File: src/rtl/mso_dsp_pkg.sv
// mso_dsp_pkg: shared definitions for the MSO DSP blocks (interpolator now,
// decimator later).
//   fsm_state_t  : IDLE / MAC / EMIT states of the time-shared MAC engines
//   Q_OUT_SHIFT  : default output shift for Q1.7 coefficients
//   clog2        : ceil(log2(v)), usable in constant expressions
//   sat_signed   : clamp a sign-extended 64-bit value into a w-bit signed range
package mso_dsp_pkg;

  typedef enum logic [1:0] {
    ST_IDLE = 2'd0,
    ST_MAC  = 2'd1,
    ST_EMIT = 2'd2
  } fsm_state_t;

  localparam int unsigned Q_OUT_SHIFT = 7;

  function automatic int unsigned clog2(input int unsigned v);
    int unsigned r;
    r = 0;
    for (int unsigned i = 0; i < 32; i++) begin
      if ((64'd1 << i) < 64'(v)) r = i + 1;
    end
    return r;
  endfunction

  // Callers sign-extend into 64 bits and truncate the result back to w bits.
  function automatic logic signed [63:0] sat_signed(input logic signed [63:0] v,
                                                    input int unsigned        w);
    logic signed [63:0] max_v;
    logic signed [63:0] min_v;
    max_v = (64'sd1 <<< (w - 1)) - 64'sd1;
    min_v = -(64'sd1 <<< (w - 1));
    if (v > max_v)      return max_v;
    else if (v < min_v) return min_v;
    else                return v;
  endfunction

endpackage

File: src/rtl/interpolator_if.sv
// interpolator_if: sample stream handshakes of the interpolator.
//   src_*  : upstream samples into the block (valid/ready)
//   dest_* : filtered output samples (valid/ready)
//   master : the side that produces src samples and consumes dest samples
//   slave  : the interpolator itself
interface interpolator_if #(
  parameter int unsigned SRC_DATA_WIDTH  = 12,
  parameter int unsigned DEST_DATA_WIDTH = 12
);
  logic signed [SRC_DATA_WIDTH-1:0]  src_data;
  logic                              src_valid;
  logic                              src_ready;
  logic signed [DEST_DATA_WIDTH-1:0] dest_data;
  logic                              dest_valid;
  logic                              dest_ready;

  modport master (
    output src_data, src_valid, dest_ready,
    input  src_ready, dest_data, dest_valid
  );

  modport slave (
    input  src_data, src_valid, dest_ready,
    output src_ready, dest_data, dest_valid
  );
endinterface

File: src/rtl/interpolator_mac.sv
// fir_mac: signed multiply-accumulate slice shared by all taps and phases.
//   clk, rst : clock, synchronous active-high reset
//   i_clr    : zero the accumulator (wins over i_en)
//   i_en     : accumulate i_a * i_b
//   i_a, i_b : signed operands
//   o_acc    : registered accumulator
//   o_sum    : o_acc + i_a*i_b, combinational (lets the last tap skip a cycle)
module fir_mac #(
  parameter int unsigned A_WIDTH   = 12,
  parameter int unsigned B_WIDTH   = 8,
  parameter int unsigned ACC_WIDTH = 22
) (
  input  logic                        clk,
  input  logic                        rst,
  input  logic                        i_clr,
  input  logic                        i_en,
  input  logic signed [A_WIDTH-1:0]   i_a,
  input  logic signed [B_WIDTH-1:0]   i_b,
  output logic signed [ACC_WIDTH-1:0] o_acc,
  output logic signed [ACC_WIDTH-1:0] o_sum
);
  logic signed [A_WIDTH+B_WIDTH-1:0] w_prod;
  logic signed [ACC_WIDTH-1:0]       r_acc;

  assign w_prod = i_a * i_b;
  assign o_sum  = r_acc + ACC_WIDTH'(w_prod);
  assign o_acc  = r_acc;

  always_ff @(posedge clk) begin
    if (rst || i_clr) r_acc <= '0;
    else if (i_en)    r_acc <= o_sum;
  end
endmodule

File: src/rtl/interpolator.sv
// interpolator: polyphase FIR interpolator, INTERP_FACTOR outputs per input,
// one time-shared MAC. Each phase p sums coeff[k*L+p]*x[k] over k=0..TPP-1.
//   clk   : clock
//   rst   : synchronous active-high reset (aborts pending phases, clears delay line)
//   coeff : NUM_TAPS signed taps, tap i at [i*COEFF_WIDTH +: COEFF_WIDTH]
//   bus   : interpolator_if.slave (src_* input stream, dest_* output stream)
// Optional macro INTERPOLATOR_ROUND_EN: add 2^(OUT_SHIFT-1) before the shift
// (round half up); otherwise the shift floors.
module interpolator
  import mso_dsp_pkg::*;
#(
  parameter int unsigned SRC_DATA_WIDTH  = 12,
  parameter int unsigned DEST_DATA_WIDTH = 12,
  parameter int unsigned COEFF_WIDTH     = 8,
  parameter int unsigned NUM_TAPS        = 8,
  parameter int unsigned INTERP_FACTOR   = 2,
  parameter int unsigned OUT_SHIFT       = Q_OUT_SHIFT
) (
  input  logic                            clk,
  input  logic                            rst,
  input  logic [NUM_TAPS*COEFF_WIDTH-1:0] coeff,
  interpolator_if.slave                   bus
);
  localparam int unsigned TPP       = NUM_TAPS / INTERP_FACTOR;
  localparam int unsigned ACC_WIDTH = SRC_DATA_WIDTH + COEFF_WIDTH + clog2(TPP);
  localparam int unsigned K_W       = (clog2(TPP) > 0) ? clog2(TPP) : 1;
  localparam int unsigned PH_W      = clog2(INTERP_FACTOR);
  localparam logic [K_W-1:0]  K_LAST  = K_W'(TPP - 1);
  localparam logic [PH_W-1:0] PH_LAST = PH_W'(INTERP_FACTOR - 1);

  if ((INTERP_FACTOR < 2) || ((NUM_TAPS % INTERP_FACTOR) != 0)) begin : g_bad_cfg
    $error("interpolator: NUM_TAPS must be a multiple of INTERP_FACTOR >= 2");
  end

  fsm_state_t                        r_state;
  logic signed [SRC_DATA_WIDTH-1:0]  r_x [TPP];
  logic [PH_W-1:0]                   r_phase;
  logic [K_W-1:0]                    r_k;
  logic                              r_src_ready;
  logic                              r_dest_valid;
  logic signed [DEST_DATA_WIDTH-1:0] r_dest_data;

  logic [31:0]                       w_tap_idx;
  logic signed [COEFF_WIDTH-1:0]     w_coef;
  logic signed [SRC_DATA_WIDTH-1:0]  w_x_sel;
  logic                              w_accept;
  logic                              w_out_hs;
  logic                              w_mac_clr;
  logic                              w_mac_en;
  logic signed [ACC_WIDTH-1:0]       w_acc;
  logic signed [ACC_WIDTH-1:0]       w_sum;
  logic signed [ACC_WIDTH:0]         w_pre;
  logic signed [ACC_WIDTH:0]         w_shifted;
  logic signed [DEST_DATA_WIDTH-1:0] w_dest;

  assign bus.src_ready  = r_src_ready;
  assign bus.dest_valid = r_dest_valid;
  assign bus.dest_data  = r_dest_data;

  assign w_accept = (r_state == ST_IDLE) && bus.src_valid;
  assign w_out_hs = (r_state == ST_EMIT) && bus.dest_ready;

  always_comb begin
    w_tap_idx = 32'(r_k) * INTERP_FACTOR + 32'(r_phase);
    w_coef    = coeff[w_tap_idx*COEFF_WIDTH +: COEFF_WIDTH];
    w_x_sel   = r_x[r_k];
  end

  // The accumulator is zeroed on the same edge that starts a phase, so the
  // first MAC cycle always begins from zero.
  assign w_mac_clr = w_accept || (w_out_hs && (r_phase != PH_LAST));
  assign w_mac_en  = (r_state == ST_MAC);

  fir_mac #(
    .A_WIDTH   (SRC_DATA_WIDTH),
    .B_WIDTH   (COEFF_WIDTH),
    .ACC_WIDTH (ACC_WIDTH)
  ) u_mac (
    .clk   (clk),
    .rst   (rst),
    .i_clr (w_mac_clr),
    .i_en  (w_mac_en),
    .i_a   (w_x_sel),
    .i_b   (w_coef),
    .o_acc (w_acc),
    .o_sum (w_sum)
  );

  // One guard bit so the rounding constant cannot wrap before saturation.
`ifdef INTERPOLATOR_ROUND_EN
  localparam logic signed [ACC_WIDTH:0] RND_HALF = (ACC_WIDTH + 1)'(1) <<< (OUT_SHIFT - 1);
  assign w_pre = $signed({w_sum[ACC_WIDTH-1], w_sum}) + RND_HALF;
`else
  assign w_pre = $signed({w_sum[ACC_WIDTH-1], w_sum});
`endif
  assign w_shifted = w_pre >>> OUT_SHIFT;
  assign w_dest    = DEST_DATA_WIDTH'(sat_signed(64'(w_shifted), DEST_DATA_WIDTH));

  always_ff @(posedge clk) begin
    if (rst) begin
      r_state      <= ST_IDLE;
      r_src_ready  <= 1'b1;
      r_dest_valid <= 1'b0;
      r_dest_data  <= '0;
      r_phase      <= '0;
      r_k          <= '0;
      for (int unsigned i = 0; i < TPP; i++) r_x[i] <= '0;
    end else begin
      case (r_state)
        ST_IDLE: begin
          if (bus.src_valid) begin
            for (int unsigned i = 1; i < TPP; i++) r_x[i] <= r_x[i-1];
            r_x[0]      <= bus.src_data;
            r_phase     <= '0;
            r_k         <= '0;
            r_src_ready <= 1'b0;
            r_state     <= ST_MAC;
          end
        end
        ST_MAC: begin
          // Last tap: the final product is folded in through w_sum.
          if (r_k == K_LAST) begin
            r_dest_data  <= w_dest;
            r_dest_valid <= 1'b1;
            r_state      <= ST_EMIT;
          end else begin
            r_k <= r_k + 1'b1;
          end
        end
        ST_EMIT: begin
          if (bus.dest_ready) begin
            r_dest_valid <= 1'b0;
            if (r_phase == PH_LAST) begin
              r_src_ready <= 1'b1;
              r_state     <= ST_IDLE;
            end else begin
              r_phase <= r_phase + 1'b1;
              r_k     <= '0;
              r_state <= ST_MAC;
            end
          end
        end
        default: r_state <= ST_IDLE;
      endcase
    end
  end

  a_acc_starts_clear: assert property (@(posedge clk) disable iff (rst)
    ((r_state == ST_MAC) && (r_k == '0)) |-> (w_acc == '0));

endmodule
File: src/flat_wrapper.sv
// flat-port wrapper written by rule: the top's interface ports become plain ports
module interpolator_flat import mso_dsp_pkg::*;
#(
  parameter int unsigned SRC_DATA_WIDTH  = 12,
  parameter int unsigned DEST_DATA_WIDTH = 12,
  parameter int unsigned COEFF_WIDTH     = 8,
  parameter int unsigned NUM_TAPS        = 8,
  parameter int unsigned INTERP_FACTOR   = 2,
  parameter int unsigned OUT_SHIFT       = Q_OUT_SHIFT
)
  (clk, rst, coeff, bus_src_data, bus_src_valid, bus_dest_ready, bus_src_ready, bus_dest_data, bus_dest_valid);
  interpolator_if #(.SRC_DATA_WIDTH(SRC_DATA_WIDTH), .DEST_DATA_WIDTH(DEST_DATA_WIDTH)) bus_i ();
  input  logic clk;
  input  logic rst;
  input  logic [NUM_TAPS*COEFF_WIDTH-1:0] coeff;
  input wire logic [$bits(bus_i.src_data)-1:0] bus_src_data;
  input wire logic [$bits(bus_i.src_valid)-1:0] bus_src_valid;
  input wire logic [$bits(bus_i.dest_ready)-1:0] bus_dest_ready;
  output wire logic [$bits(bus_i.src_ready)-1:0] bus_src_ready;
  output wire logic [$bits(bus_i.dest_data)-1:0] bus_dest_data;
  output wire logic [$bits(bus_i.dest_valid)-1:0] bus_dest_valid;
  assign bus_i.src_data = bus_src_data;
  assign bus_i.src_valid = bus_src_valid;
  assign bus_i.dest_ready = bus_dest_ready;
  assign bus_src_ready = bus_i.src_ready;
  assign bus_dest_data = bus_i.dest_data;
  assign bus_dest_valid = bus_i.dest_valid;
  interpolator #(.SRC_DATA_WIDTH(SRC_DATA_WIDTH), .DEST_DATA_WIDTH(DEST_DATA_WIDTH), .COEFF_WIDTH(COEFF_WIDTH), .NUM_TAPS(NUM_TAPS), .INTERP_FACTOR(INTERP_FACTOR), .OUT_SHIFT(OUT_SHIFT)) u_core (.clk(clk), .rst(rst), .coeff(coeff), .bus(bus_i));
endmodule
File: config.mk
export PLATFORM = sky130hd
export DESIGN_NAME = interpolator_flat
export DESIGN_NICKNAME = d
export VERILOG_FILES = /design/src/rtl/mso_dsp_pkg.sv /design/src/rtl/interpolator_if.sv /design/src/rtl/interpolator_mac.sv /design/src/rtl/interpolator.sv /design/src/flat_wrapper.sv
export SDC_FILE = /design/constraint.sdc
export NUM_CORES = 1
export LEC_CHECK = 0
export ABC_AREA = 0
export CORE_ASPECT_RATIO = 1.5
export CORE_MARGIN = 2
export CORE_UTILIZATION = 30
export CTS_CLUSTER_DIAMETER = 150
export DETAILED_ROUTE_END_ITERATION = 12
export PLACE_DENSITY_LB_ADDON = 0.2
export SYNTH_ARGS = -nofsm -noshare
export SYNTH_HDL_FRONTEND = slang
export SYNTH_HIERARCHICAL = 1
export SYNTH_SLANG_ARGS = --single-unit
File: constraint.sdc
create_clock -name clk -period 6.4 [get_ports clk]
set_clock_uncertainty 0.15 [all_clocks]
set_input_delay 0.96 -clock clk [delete_from_list [all_inputs] [get_ports clk]]
set_output_delay 0.96 -clock clk [all_outputs]
set_load 0.005 [all_outputs]
==> flow_summary_export.csv, run 1 <==
group,metric,value,unit
grt,grt_max_degree,50,
worst_hold_path,hp-class,"reg -> reg",
detailed_routing,viasPerCell,4.63,
place,dpl_cell_area,10800,µm²
timing,tightest_slew,1.14,ns
clocking,cts_made_buffers,9,
timing,min_period_over_period,97.5,%
layout,multi_input_area,6560,µm²
clocking,root_buffer,"clkbuf_16",
critical_path,cp_max_fo,6,
clocking,clk_pin_slew,0.07,ns
timing,post-route-min-period,6.24,ns
clocking,holdBufCountCts,0,
worst_hold_path,holdPathEnd,"u_core/bus.dest_valid",
grt,grt_use_total,15.2,%
critical_path,cp.required,6.52,ns
flow_run,maxCapViolCount,0,
clocking,cts_sinks,91,
critical_path,worstReg2RegEnd,"u_core/bus.dest_data[2]",
timing,max_freq,0.160,GHz
grt,grt_pass1_wl,36.5,mm
detailed_routing,ant_nets,0,
layout,fillCellCount,2797,
detailed_routing,first_iter_violations,281,
floorplanning,start_util,30.6,%
critical_path,r2r_start,"u_core/r_phase",
synthesis,synth_seq_area_share,26.1,%
synthesis,async_reset_ff_share,0,%
worst_hold_path,min_from,"u_core/bus.dest_valid",
critical_path,crit_path_start_kind,"primary input",
synthesis,synthDistinctLibCells,68,
critical_path,path_cells,"dlymetal6s2s_1, mux4_2, nand2_2, nand2_4, buf_12, buf_4, and2_1, fa_1, fa_1, ha_1, fa_1, ha_4, fa_2, a211oi_4, o21ai_2, nand2_2, o21ai_4, a31o_4, xor2_2, nor3_2, buf_4, o21bai_1, a22o_1",
detailed_routing,routed_wl,22.2,mm
critical_path,crit_top_cell,"fa_1",
clocking,cts_tree,"yes",
critical_path,cp_slowest_cell,"fa_1",
timing,rsz0062_at_grt,"yes",
critical_path,crit_type,"in -> reg",
synthesis,synth_area,8810,µm²
synthesis,syn_nets,1058,
timing,tns,0,ns
place,dpl.hpwl,17.2,mm
timing,holdWs,0.321,ns
critical_path,critical-path-max-stage-delay,0.60,ns
layout,finish.instance_area,11900,µm²
floorplanning,dieArea,30800,µm²
synthesis,synth_seq_cells,91,
synthesis,yosysWarnings,6,
layout,seq_area,2300,µm²
timing,maxSlewViolCount,0,
floorplanning,die_w,144,µm
floorplanning,core.rowCount,76,
floorplanning,die_height,214,µm
detailed_routing,wl_per_cell,15.9,µm
synthesis,synth-edff-count,48,
layout,layout_commonest_cell,"buf_4",
layout,nets,1242,
grt,grt_pass1_vias,7039,
detailed_routing,drc,0,
critical_path,reg2reg_depth,25,
synthesis,ys.flop_type,"edfxtp_1",
layout,layout_common_cells,"buf_4 (100), fa_1 (95), inv_1 (93)",
layout,antenna_cells,0,
critical_path,crit_path_end_kind,"flip-flop",
grt,grt_overflow_total,0,
floorplanning,core,28800,µm²
clocking,clk_latency,0.38,ns
detailed_routing,vias,6472,
outcome,outcome,"completed",
layout,drive_above_1_share,34.3,%
place,port_buffers,93,
detailed_routing,first_pass_iters,4,
critical_path,arrival,6.36,ns
layout,layout-area-overhead-vs-synth,35.0,%
clocking,clk_path_buf_depth,2,
timing,max-slew-margin-rel,24.1,%
worst_hold_path,min_path_cells,2,
timing,final_hold_viol_count,0,
grt,antenna_found_initial,0,
synthesis,syn-mean-instance-area,10.8,µm²
place,place.gp.congestion,0.789,
critical_path,crit_start,"coeff[2]",
synthesis,synthesis.instances,819,
clocking,htree_levels,3,
critical_path,r2r_setup_slack,0.20,ns
timing,setup_viol,0,
floorplanning,io_pins,94,
layer usage:
layer | global-route usage [%] | share of wire [%] | vias up
met5 | 0 | 0 | -
met4 | 5.72 | 2.2 | 0
met3 | 2.77 | 3.8 | 26
met2 | 26.6 | 53 | 144
met1 | 18.4 | 41 | 3211
li1 | - | - | 3091
metrics by stage:
| stage | utilization, % | instances | setup slack (ns) |
|---|---|---|---|
| final | 41.3 | 1398 | 0.157 |
| after global routing | 41.3 | 1398 | -0.0416 |
| after global placement | 37.5 | 1353 | -0.813 |
| after detailed placement | 37.5 | 1353 | -0.842 |
| after floorplan | - | 819 | 0.000675 |
| after CTS | 41.0 | 1384 | 0.00212 |
cell type report:
type | instances | area share, %
multi-input combinational | 583 | 55.1
sequential | 91 | 19.4
timing repair buffer | 215 | 15.4
tap | 390 | 4.10
inverter | 103 | 3.29
clock buffer | 9 | 1.89
clock inverter | 7 | 0.873
how the worst max path moves through the flow:
stage | to | slack [ns] | cells past startpoint
final | u_core/bus.dest_data[2] | 0.16 | 23
after CTS | u_core/bus.dest_data[3] | 0.002 | 22
after floorplan | u_core/bus.dest_data[7] | 0.0007 | 24
after detailed placement | u_core/bus.dest_data[2] | -0.84 | 22
after global placement | u_core/bus.dest_data[2] | -0.81 | 24
after global routing | u_core/bus.dest_data[9] | -0.04 | 26
cell families after synthesis:
family / count (synthesis) / share of synthesized area [%]
AND/OR/NAND/NOR: 262 / 16.0
AO/OA/AOI/OAI: 98 / 8.15
flip-flops: 91 / 26.1
multiplexers: 42 / 8.76
buffers and inverters: 145 / 6.99
adder cells (fa/ha/maj): 159 / 31.8
XOR/XNOR: 22 / 2.19
synthesized netlist by cell type (15+ instances only):
cell | count | area (µm²)
nor2_1 | 37 | 139
dfxtp_1 | 43 | 861
xnor2_1 | 17 | 149
nand2_1 | 69 | 259
a21oi_1 | 18 | 90.1
fa_1 | 108 | 2160
clkbuf_1 | 19 | 71.3
o21bai_1 | 15 | 113
inv_1 | 102 | 383
mux4_2 | 28 | 631
edfxtp_1 | 48 | 1440
ha_1 | 51 | 638
and2_1 | 101 | 632
timing repair:
action / 4_1_cts / 5_1_grt
gates resized for setup: 165 / 142
setup endpoints to repair: 16 / 13
pin swaps: 94 / 45
buffers inserted: 13 / 13
cloned: 3 / 2
state kept, by name, summed over array words and instances, names as in the netlist, named ones only:
signal	cells
u_core/r_x	48
u_core/u_mac/o_acc	22
u_core/bus.dest_data	12
u_core/r_k	2
u_core/r_state	2
u_core/bus.dest_valid	1
u_core/bus.src_ready	1
u_core/r_phase	1
critical path: cells and delay by family:
family / cells / cell delay (ns)
buffers and inverters: 4 / 0.59
adder cells (fa/ha/maj): 6 / 2.47
AND/OR/NAND/NOR: 5 / 0.75
AO/OA/AOI/OAI: 6 / 1.00
multiplexers: 1 / 0.46
XOR/XNOR: 1 / 0.16
Power of run 1 is left out: the tool's default activity adds up to more than one toggle a clock period on the data nets, which glitch-free logic cannot reach.
==> inputs of run 2 (changes only) <==
--- a/config.mk
+++ b/config.mk
@@ -9,6 +9,7 @@
 export CORE_ASPECT_RATIO = 1.5
 export CORE_MARGIN = 2
 export CORE_UTILIZATION = 30
+export CTS_BUF_LIST = sky130_fd_sc_hd__clkbuf_16
 export CTS_CLUSTER_DIAMETER = 150
 export DETAILED_ROUTE_END_ITERATION = 12
 export PLACE_DENSITY_LB_ADDON = 0.2
==> results of run 2 <==
No change in the layout: final DEF, timing and power equal those of run 1.
Power of run 2 is left out for the same reason.
